--- src/rtl/cam_masked_search_if.sv ---
// Request/result bundle between a CAM requester (master) and cam_masked_search (slave).
interface cam_masked_search_if #(
    parameter int DATA_WIDTH = 32,
    parameter int DEPTH_LOG2 = 5
);
    logic                  read_i;
    logic [DEPTH_LOG2-1:0] read_index_i;
    logic                  write_i;
    logic [DEPTH_LOG2-1:0] write_index_i;
    logic [DATA_WIDTH-1:0] write_data_i;
    logic                  invalidate_i;
    logic [DEPTH_LOG2-1:0] invalidate_index_i;
    logic                  search_i;
    logic [DATA_WIDTH-1:0] search_data_i;
    logic [DATA_WIDTH-1:0] search_mask_i;
    logic                  read_valid_o;
    logic                  read_hit_o;
    logic [DATA_WIDTH-1:0] read_value_o;
    logic                  search_valid_o;
    logic                  search_hit_o;
    logic                  search_multi_o;
    logic [DEPTH_LOG2-1:0] search_index_o;
    logic [DEPTH_LOG2:0]   count_o;
    logic                  full_o;

    modport slave (
        input  read_i, read_index_i, write_i, write_index_i, write_data_i,
               invalidate_i, invalidate_index_i, search_i, search_data_i, search_mask_i,
        output read_valid_o, read_hit_o, read_value_o, search_valid_o, search_hit_o,
               search_multi_o, search_index_o, count_o, full_o
    );

    modport master (
        output read_i, read_index_i, write_i, write_index_i, write_data_i,
               invalidate_i, invalidate_index_i, search_i, search_data_i, search_mask_i,
        input  read_valid_o, read_hit_o, read_value_o, search_valid_o, search_hit_o,
               search_multi_o, search_index_o, count_o, full_o
    );
endinterface

--- src/rtl/cam_masked_search.sv ---
// Ternary-search CAM: per-entry valid bits, masked search with priority-encoded hit,
// multi-match flag and occupancy counter. All results registered, one-cycle latency.
module cam_masked_search #(
    parameter int DATA_WIDTH = 32,
    parameter int DEPTH_LOG2 = 5
) (
    input  logic                clk,
    input  logic                reset,
    cam_masked_search_if.slave  bus
);
    localparam int DEPTH = 2 ** DEPTH_LOG2;
    localparam int CNT_W = DEPTH_LOG2 + 1;

    logic [DATA_WIDTH-1:0] data_q [DEPTH];
    logic [DEPTH-1:0]      valid_q, valid_d;
    logic [CNT_W-1:0]      count_q, count_d;
    logic                  full_q, full_d;

    logic                  read_valid_q, read_valid_d;
    logic                  read_hit_q, read_hit_d;
    logic [DATA_WIDTH-1:0] read_value_q, read_value_d;
    logic                  search_valid_q, search_valid_d;
    logic                  search_hit_q, search_hit_d;
    logic                  search_multi_q, search_multi_d;
    logic [DEPTH_LOG2-1:0] search_index_q, search_index_d;

    logic [DEPTH-1:0]      match_s;
    logic [DEPTH_LOG2-1:0] low_index_s;
    logic                  inc_s, dec_s;

    // Match vector and lowest-index priority encoder over pre-edge contents
    always_comb begin
        match_s     = {DEPTH{1'b0}};
        low_index_s = {DEPTH_LOG2{1'b0}};
        for (int e = 0; e < DEPTH; e++) begin
            match_s[e] = valid_q[e] &&
                (((data_q[e] ^ bus.search_data_i) & bus.search_mask_i) == {DATA_WIDTH{1'b0}});
        end
        for (int e = DEPTH - 1; e >= 0; e--) begin
            if (match_s[e]) begin
                low_index_s = DEPTH_LOG2'(e);
            end else begin
                low_index_s = low_index_s;
            end
        end
    end

    // Valid-bit and occupancy next state; a write to the invalidated index wins
    always_comb begin
        valid_d = valid_q;
        inc_s   = bus.write_i && !valid_q[bus.write_index_i];
        dec_s   = bus.invalidate_i && valid_q[bus.invalidate_index_i] &&
                  !(bus.write_i && (bus.write_index_i == bus.invalidate_index_i));
        if (bus.invalidate_i) begin
            valid_d[bus.invalidate_index_i] = 1'b0;
        end else begin
            valid_d = valid_d;
        end
        if (bus.write_i) begin
            valid_d[bus.write_index_i] = 1'b1;
        end else begin
            valid_d = valid_d;
        end
        count_d = count_q + CNT_W'(inc_s) - CNT_W'(dec_s);
        full_d  = (count_d == CNT_W'(DEPTH));
    end

    // Read and search result next state; results hold when not requested
    always_comb begin
        read_valid_d   = bus.read_i;
        search_valid_d = bus.search_i;
        if (bus.read_i) begin
            read_hit_d   = valid_q[bus.read_index_i];
            read_value_d = valid_q[bus.read_index_i] ? data_q[bus.read_index_i]
                                                     : {DATA_WIDTH{1'b0}};
        end else begin
            read_hit_d   = read_hit_q;
            read_value_d = read_value_q;
        end
        if (bus.search_i) begin
            search_hit_d   = |match_s;
            // Clearing the lowest set bit leaves something only if 2+ entries matched
            search_multi_d = ((match_s & (match_s - DEPTH'(1))) != {DEPTH{1'b0}});
            search_index_d = low_index_s;
        end else begin
            search_hit_d   = search_hit_q;
            search_multi_d = search_multi_q;
            search_index_d = search_index_q;
        end
    end

    // Data array storage (intentionally not reset)
    always_ff @(posedge clk) begin
        if (bus.write_i) begin
            data_q[bus.write_index_i] <= bus.write_data_i;
        end
    end

    // Control state and registered outputs
    always_ff @(posedge clk or negedge reset) begin
        if (!reset) begin
            valid_q        <= {DEPTH{1'b0}};
            count_q        <= {CNT_W{1'b0}};
            full_q         <= 1'b0;
            read_valid_q   <= 1'b0;
            read_hit_q     <= 1'b0;
            read_value_q   <= {DATA_WIDTH{1'b0}};
            search_valid_q <= 1'b0;
            search_hit_q   <= 1'b0;
            search_multi_q <= 1'b0;
            search_index_q <= {DEPTH_LOG2{1'b0}};
        end else begin
            valid_q        <= valid_d;
            count_q        <= count_d;
            full_q         <= full_d;
            read_valid_q   <= read_valid_d;
            read_hit_q     <= read_hit_d;
            read_value_q   <= read_value_d;
            search_valid_q <= search_valid_d;
            search_hit_q   <= search_hit_d;
            search_multi_q <= search_multi_d;
            search_index_q <= search_index_d;
        end
    end

    assign bus.read_valid_o   = read_valid_q;
    assign bus.read_hit_o     = read_hit_q;
    assign bus.read_value_o   = read_value_q;
    assign bus.search_valid_o = search_valid_q;
    assign bus.search_hit_o   = search_hit_q;
    assign bus.search_multi_o = search_multi_q;
    assign bus.search_index_o = search_index_q;
    assign bus.count_o        = count_q;
    assign bus.full_o         = full_q;
endmodule

--- src/flat_wrapper.sv ---
// flat-port wrapper written by rule: the top's interface ports become plain ports
module cam_masked_search_flat 
#(
    parameter int DATA_WIDTH = 32,
    parameter int DEPTH_LOG2 = 5
)
  (clk, reset, bus_read_i, bus_read_index_i, bus_write_i, bus_write_index_i, bus_write_data_i, bus_invalidate_i, bus_invalidate_index_i, bus_search_i, bus_search_data_i, bus_search_mask_i, bus_read_valid_o, bus_read_hit_o, bus_read_value_o, bus_search_valid_o, bus_search_hit_o, bus_search_multi_o, bus_search_index_o, bus_count_o, bus_full_o);
  cam_masked_search_if #(.DATA_WIDTH(DATA_WIDTH), .DEPTH_LOG2(DEPTH_LOG2)) bus_i ();
  input  logic clk;
  input  logic reset;
  input wire logic [$bits(bus_i.read_i)-1:0] bus_read_i;
  input wire logic [$bits(bus_i.read_index_i)-1:0] bus_read_index_i;
  input wire logic [$bits(bus_i.write_i)-1:0] bus_write_i;
  input wire logic [$bits(bus_i.write_index_i)-1:0] bus_write_index_i;
  input wire logic [$bits(bus_i.write_data_i)-1:0] bus_write_data_i;
  input wire logic [$bits(bus_i.invalidate_i)-1:0] bus_invalidate_i;
  input wire logic [$bits(bus_i.invalidate_index_i)-1:0] bus_invalidate_index_i;
  input wire logic [$bits(bus_i.search_i)-1:0] bus_search_i;
  input wire logic [$bits(bus_i.search_data_i)-1:0] bus_search_data_i;
  input wire logic [$bits(bus_i.search_mask_i)-1:0] bus_search_mask_i;
  output wire logic [$bits(bus_i.read_valid_o)-1:0] bus_read_valid_o;
  output wire logic [$bits(bus_i.read_hit_o)-1:0] bus_read_hit_o;
  output wire logic [$bits(bus_i.read_value_o)-1:0] bus_read_value_o;
  output wire logic [$bits(bus_i.search_valid_o)-1:0] bus_search_valid_o;
  output wire logic [$bits(bus_i.search_hit_o)-1:0] bus_search_hit_o;
  output wire logic [$bits(bus_i.search_multi_o)-1:0] bus_search_multi_o;
  output wire logic [$bits(bus_i.search_index_o)-1:0] bus_search_index_o;
  output wire logic [$bits(bus_i.count_o)-1:0] bus_count_o;
  output wire logic [$bits(bus_i.full_o)-1:0] bus_full_o;
  assign bus_i.read_i = bus_read_i;
  assign bus_i.read_index_i = bus_read_index_i;
  assign bus_i.write_i = bus_write_i;
  assign bus_i.write_index_i = bus_write_index_i;
  assign bus_i.write_data_i = bus_write_data_i;
  assign bus_i.invalidate_i = bus_invalidate_i;
  assign bus_i.invalidate_index_i = bus_invalidate_index_i;
  assign bus_i.search_i = bus_search_i;
  assign bus_i.search_data_i = bus_search_data_i;
  assign bus_i.search_mask_i = bus_search_mask_i;
  assign bus_read_valid_o = bus_i.read_valid_o;
  assign bus_read_hit_o = bus_i.read_hit_o;
  assign bus_read_value_o = bus_i.read_value_o;
  assign bus_search_valid_o = bus_i.search_valid_o;
  assign bus_search_hit_o = bus_i.search_hit_o;
  assign bus_search_multi_o = bus_i.search_multi_o;
  assign bus_search_index_o = bus_i.search_index_o;
  assign bus_count_o = bus_i.count_o;
  assign bus_full_o = bus_i.full_o;
  cam_masked_search #(.DATA_WIDTH(DATA_WIDTH), .DEPTH_LOG2(DEPTH_LOG2)) u_core (.clk(clk), .reset(reset), .bus(bus_i));
endmodule
--- config.mk ---
export PLATFORM = sky130hd
export DESIGN_NAME = cam_masked_search_flat
export DESIGN_NICKNAME = d
export VERILOG_FILES = /design/src/rtl/cam_masked_search_if.sv /design/src/rtl/cam_masked_search.sv /design/src/flat_wrapper.sv
export SDC_FILE = /design/constraint.sdc
export NUM_CORES = 2
export LEC_CHECK = 0
export ABC_AREA = 1
export BUFFER_PORTS_ARGS = -buffer_cell sky130_fd_sc_hd__buf_2
export CORE_MARGIN = 2
export CORE_UTILIZATION = 40
export DETAILED_ROUTE_END_ITERATION = 10
export HOLD_SLACK_MARGIN = 0.06
export SLEW_MARGIN = 20
export SYNTH_ARGS = -nofsm -noshare
export SYNTH_HDL_FRONTEND = slang
export SYNTH_SLANG_ARGS = --single-unit
--- constraint.sdc ---
create_clock -name clk -period 6.8 [get_ports clk]
set_clock_uncertainty 0.2 [all_clocks]
set_input_delay 1.02 -clock clk [delete_from_list [all_inputs] [get_ports clk]]
set_output_delay 1.02 -clock clk [all_outputs]
set_load 0.02 [all_outputs]
==> results <==
- The number of global-route vias before repair came to 57500.
- The commonest register cell after synthesis is sky130_fd_sc_hd__edfxtp_1.
- The count of cells in the finished layout, fillers not included, comes to 10300.
- The all-layer global routing usage is between 30% and 40%.
- The clock passes through at most 3 buffers.
- Synthesis produced a netlist whose cell count is 8002.
- The routed wire length per instance is a little over 30 um.
- Global routing consumed, on the met3 layer, 10.1% of the routing resources.
- For this run, the top clock speed supported by timing is 189 MHz.
- The worst-case IR drop observed on VDD is 0.278 mV.
- In this run, distinct cell masters in the synthesized netlist total 67.
- Sequential cells were found to cover 49.4% of the synthesized design area.
- The fraction of final layout cells with drive strength greater than 1 is under 10%.
- The placeable core region is 0.165 mm^2.
- The initial antenna violation count was 15.
- The signal on the critical path passes through buf_2, buf_4, a21oi_1, o21ai_0, nand2_1, nor3b_1, nand4_1, nor3_1, nand3_2, nand4_1, nor2_1, inv_2, nor2_1, o221ai_1, nor4_1, nand2_1, nor3_2, a21oi_1.
- The top-area cell type share of the netlist area is 46.3%.
- The total half-perimeter wirelength after legalization and detailed placement is 236000 um.
- The count of port buffers added during placement is 165.
- The worst setup path is captured at a flop.
- The die outline area is 0.169 mm^2.
- The cell count after placement is about 10000.
- The width of the die is 411 um.
- The initial utilization of the core area, before any placement, comes to approximately two fifths.
- In this run the number of H-tree levels came out at 4.
- The number of nets in the synthesized netlist is between 8000 and 9000.
- By count the netlist is led by 1296 x sky130_fd_sc_hd__nand2_1, 1170 x sky130_fd_sc_hd__nor2_1, 1136 x sky130_fd_sc_hd__o21ai_0.
- Routability-driven placement finished with a final weighted congestion of around 1.1.
- The detailed-routing iteration count for the pre-antenna-repair pass is 9.
- Row generation in the floorplan step produced 149 rows.
- The met2 capacity usage during global routing is 54.1%.
- Once the clock tree was built, the setup fixing pass inserted 0 buffers.
- The clock net in this run drives a total of 1105 sinks.
- After synthesis, the largest family of logic cells by area is simple AND/OR/NAND/NOR gates.
- In the routed design, unresolved DRC markers number 0.
- The largest fanout of any net on the critical path is 35.
- The area after detailed placement is 0.0688 mm^2.
- The maximum number of pins on one net before global-route repair is between 100 and 150.
- CTS placed an instance of sky130_fd_sc_hd__clkbuf_16 at the clock tree root.
- The share of async-settable or async-resettable flops after synthesis is under 10%.
- For this design, the slowest cell found on the critical path is sky130_fd_sc_hd__nor3_1.
- Wires add up to roughly 320000 um.
- Summing the areas of all xor and xnor instances in the mapped netlist gives less than 1% of the synthesized area.
- The CTS tree is yes.
- The clock slew seen by the registers of the worst setup and hold paths is 0.06 ns.
- The share of cell area taken by muxes after synthesis is 0%.
- The area growth from synthesis to layout is 10.4%.
- In the final design database the tool counted 8078 nets.
- The number of endpoints with negative hold slack in the final report came to 0.
- The highest cell delay on the worst timing path is a little under 0.7 ns.
- The floorplan step set the die height to between 400 and 500 um.
- The final worst-path cycle share is 77.7%.
- STA puts the critical path data required time at roughly 7.3 ns.
- The reg2reg setup slack is 1.82 ns.
- The synthesized netlist devotes 0.175% of its cell area to adder and majority cells.
- The number of flops mapped to enable cells by yosys is 1024.
- Setup repair after global routing left no endpoint under its margin.
- In the routed layout, each cell is associated on average with a via count of ~6.4.
- The detailed router's first-iteration violation count is 11300.
- Cells fill between 40% and 50% of the core in the end.
- Setup violations remaining at the end of the flow were counted as 0.
- The leakage power summed over all cells is 0.0271 uW.
- Summing every instance area after synthesis gives 0.0664 mm^2.
- Averaged over all synthesized cells, the footprint is just over 8 um^2.
- The flow ran to the end, and the final reports show no timing, DRC or antenna violations.
- The arrival time at the worst endpoint is 5.80 ns.
- Sorting the synthesized cells by area gives the leading types as sky130_fd_sc_hd__edfxtp_1 46%, sky130_fd_sc_hd__o21ai_0 8.6%, sky130_fd_sc_hd__nand2_1 7.3%, sky130_fd_sc_hd__nor2_1 6.6%, sky130_fd_sc_hd__a21oi_1 5.1%.
- Dividing total power by cell area gives a power density of ~240 mW/mm^2.
- By instance count, the leading cell after synthesis is sky130_fd_sc_hd__nand2_1.
- The clock latency of the later-clocked register in the worst-skew pair is 0.80 ns.
- The startpoint-to-endpoint class of the critical path is in -> reg.
- The synthesized flop and latch total is 1105.
- The biggest area contributor in the post-synthesis netlist is sky130_fd_sc_hd__edfxtp_1.
- The shortest period the worst path allows is 5.28 ns.
- The tightest min-delay check is of the reg -> reg type.
- The total overflow left after global routing is 0.
- Summing the areas of all compound-gate instances in the mapped netlist gives 19.4% of the synthesized area.
- The first-pass GRT wire length is 437000 um.
- The Yosys step of the flow raised 0 warnings.
- The top-level port count is 166.
- The layer with the highest usage after global routing is met2.
- STA classifies the critical path startpoint as an input pin.
- The worst-margin pin slew is 1.27 ns.
- The worst slew margin relative to its limit is around 14%.
- The total clock buffers created by CTS is 132.
- Detailed routing inserted a total of 65300 vias.
- The detail route stage leaves a number of antenna-violating nets equal to 0.
- Summed over all failing endpoints, the final setup total negative slack is 0 ns.
- The tool flagged a number of max-cap violations equal to 0.
- Global routing consumed, on the met1 layer, 49.5% of the routing resources.
- The number of pins exceeding their max-slew limit in the final report was 0.
- Of the total synthesized cell area, the portion taken by AND, OR, NAND and NOR gates is between 20% and 30%.
- Summing all non-filler instances in the final layout gives an area of 0.0732 mm^2.
- Hold timing on the final database bottoms out at a slack of 0.317 ns.
## flip-flops by register name (all words and copies together) (netlist names), 5 cells and up
signal                     flops
u_core.bus.count_o             6
u_core.bus.search_index_o      5
u_core.valid_q                32
u_core.data_q               1024
u_core.bus.read_value_o       32
## cells in the final DEF, fill, tap and decap left out, types with 93 or more instances in the layout
cell | Yosys | final
sky130_fd_sc_hd__nand3_1 | 384 | 384
sky130_fd_sc_hd__nand2_1 | 1296 | 1296
sky130_fd_sc_hd__o21ai_0 | 1136 | 1135
sky130_fd_sc_hd__buf_2 | 127 | 161
sky130_fd_sc_hd__nor2_1 | 1170 | 1138
sky130_fd_sc_hd__o21ai_1 | 92 | 93
sky130_fd_sc_hd__buf_4 | 56 | 166
sky130_fd_sc_hd__clkbuf_16 | 0 | 136
sky130_fd_sc_hd__inv_1 | 448 | 446
sky130_fd_sc_hd__nand4_1 | 266 | 266
sky130_fd_sc_hd__a21oi_1 | 674 | 674
sky130_fd_sc_hd__o221ai_1 | 174 | 174
sky130_fd_sc_hd__nor3_1 | 112 | 110
sky130_fd_sc_hd__edfxtp_1 | 1024 | 1024
## cell families (layout without fill, tap and decap cells)
group / Yosys count / in the layout
compound gates: 2314 / 2314
fa+ha+maj: 9 / 9
other cells: 0 / 5
flops: 1105 / 1105
buf+inv: 1021 / 1080
xor+xnor: 53 / 53
simple gates: 3500 / 3500
## worst max-delay path, delay by kind of cell
family,cells,cell delay [ns]
compound gates,4,0.60
buf+inv,3,0.98
simple gates,11,3.14
## path summary, 6_finish.rpt
| check | cells past startpoint | endpoint | start |
|---|---|---|---|
| worst min register to register | 2 | u_core.bus.read_value_o[24] | u_core.bus.read_value_o[24] |
| worst max-delay path | 18 | u_core.bus.search_multi_o | bus_search_data_i[20] |
| worst max register to register | 15 | u_core.bus.search_multi_o | u_core.data_q[11][18] |
| worst min-delay path | 2 | u_core.bus.read_value_o[24] | u_core.bus.read_value_o[24] |
| max in group asynchronous | 3 | u_core.bus.read_value_o[9] | reset |
| min in group asynchronous | 2 | u_core.bus.search_valid_o | reset |
## repair_timing
item | 4_1_cts | 5_1_grt
setup endpoints to repair | 0 | 0
hold buffers | 1 | 0
resized for setup | 0 | 0
hold endpoints to repair | 20 | 0
## layer usage
layer	part of all wire (%)	wire, um	vias to the layer above
met2	43	136000	4693
li1	-	-	28500
met5	0.022	71	-
met3	13	40800	674
met4	4.9	15600	10
met1	39	125000	31400
## per-stage QoR
| step | total power [uW] | setup WS (ns) |
|---|---|---|
| after floorplan | 9420 | 2.86 |
| after global placement | 10600 | 0.104 |
| after detailed placement | 10600 | 1.19 |
| after CTS | 17800 | 2.00 |
| after global routing | 18300 | 1.53 |
| final | 17900 | 1.52 |
## final cells by class
type | count | area [um^2]
inverter | 493 | 1870
fill | 16200 | 91600
multi-input combinational | 5876 | 29100
timing repair buffer | 346 | 2410
clock inverter | 58 | 584
tap | 2189 | 2740
antenna | 5 | 12.5
clock buffer | 183 | 3700
sequential | 1105 | 32800
## where the power goes
part           switching, uW  internal [uW]
Sequential               270           7600
Clock                   3070           4160
Combinational           2060            691
(Power assumes the default switching activity.)
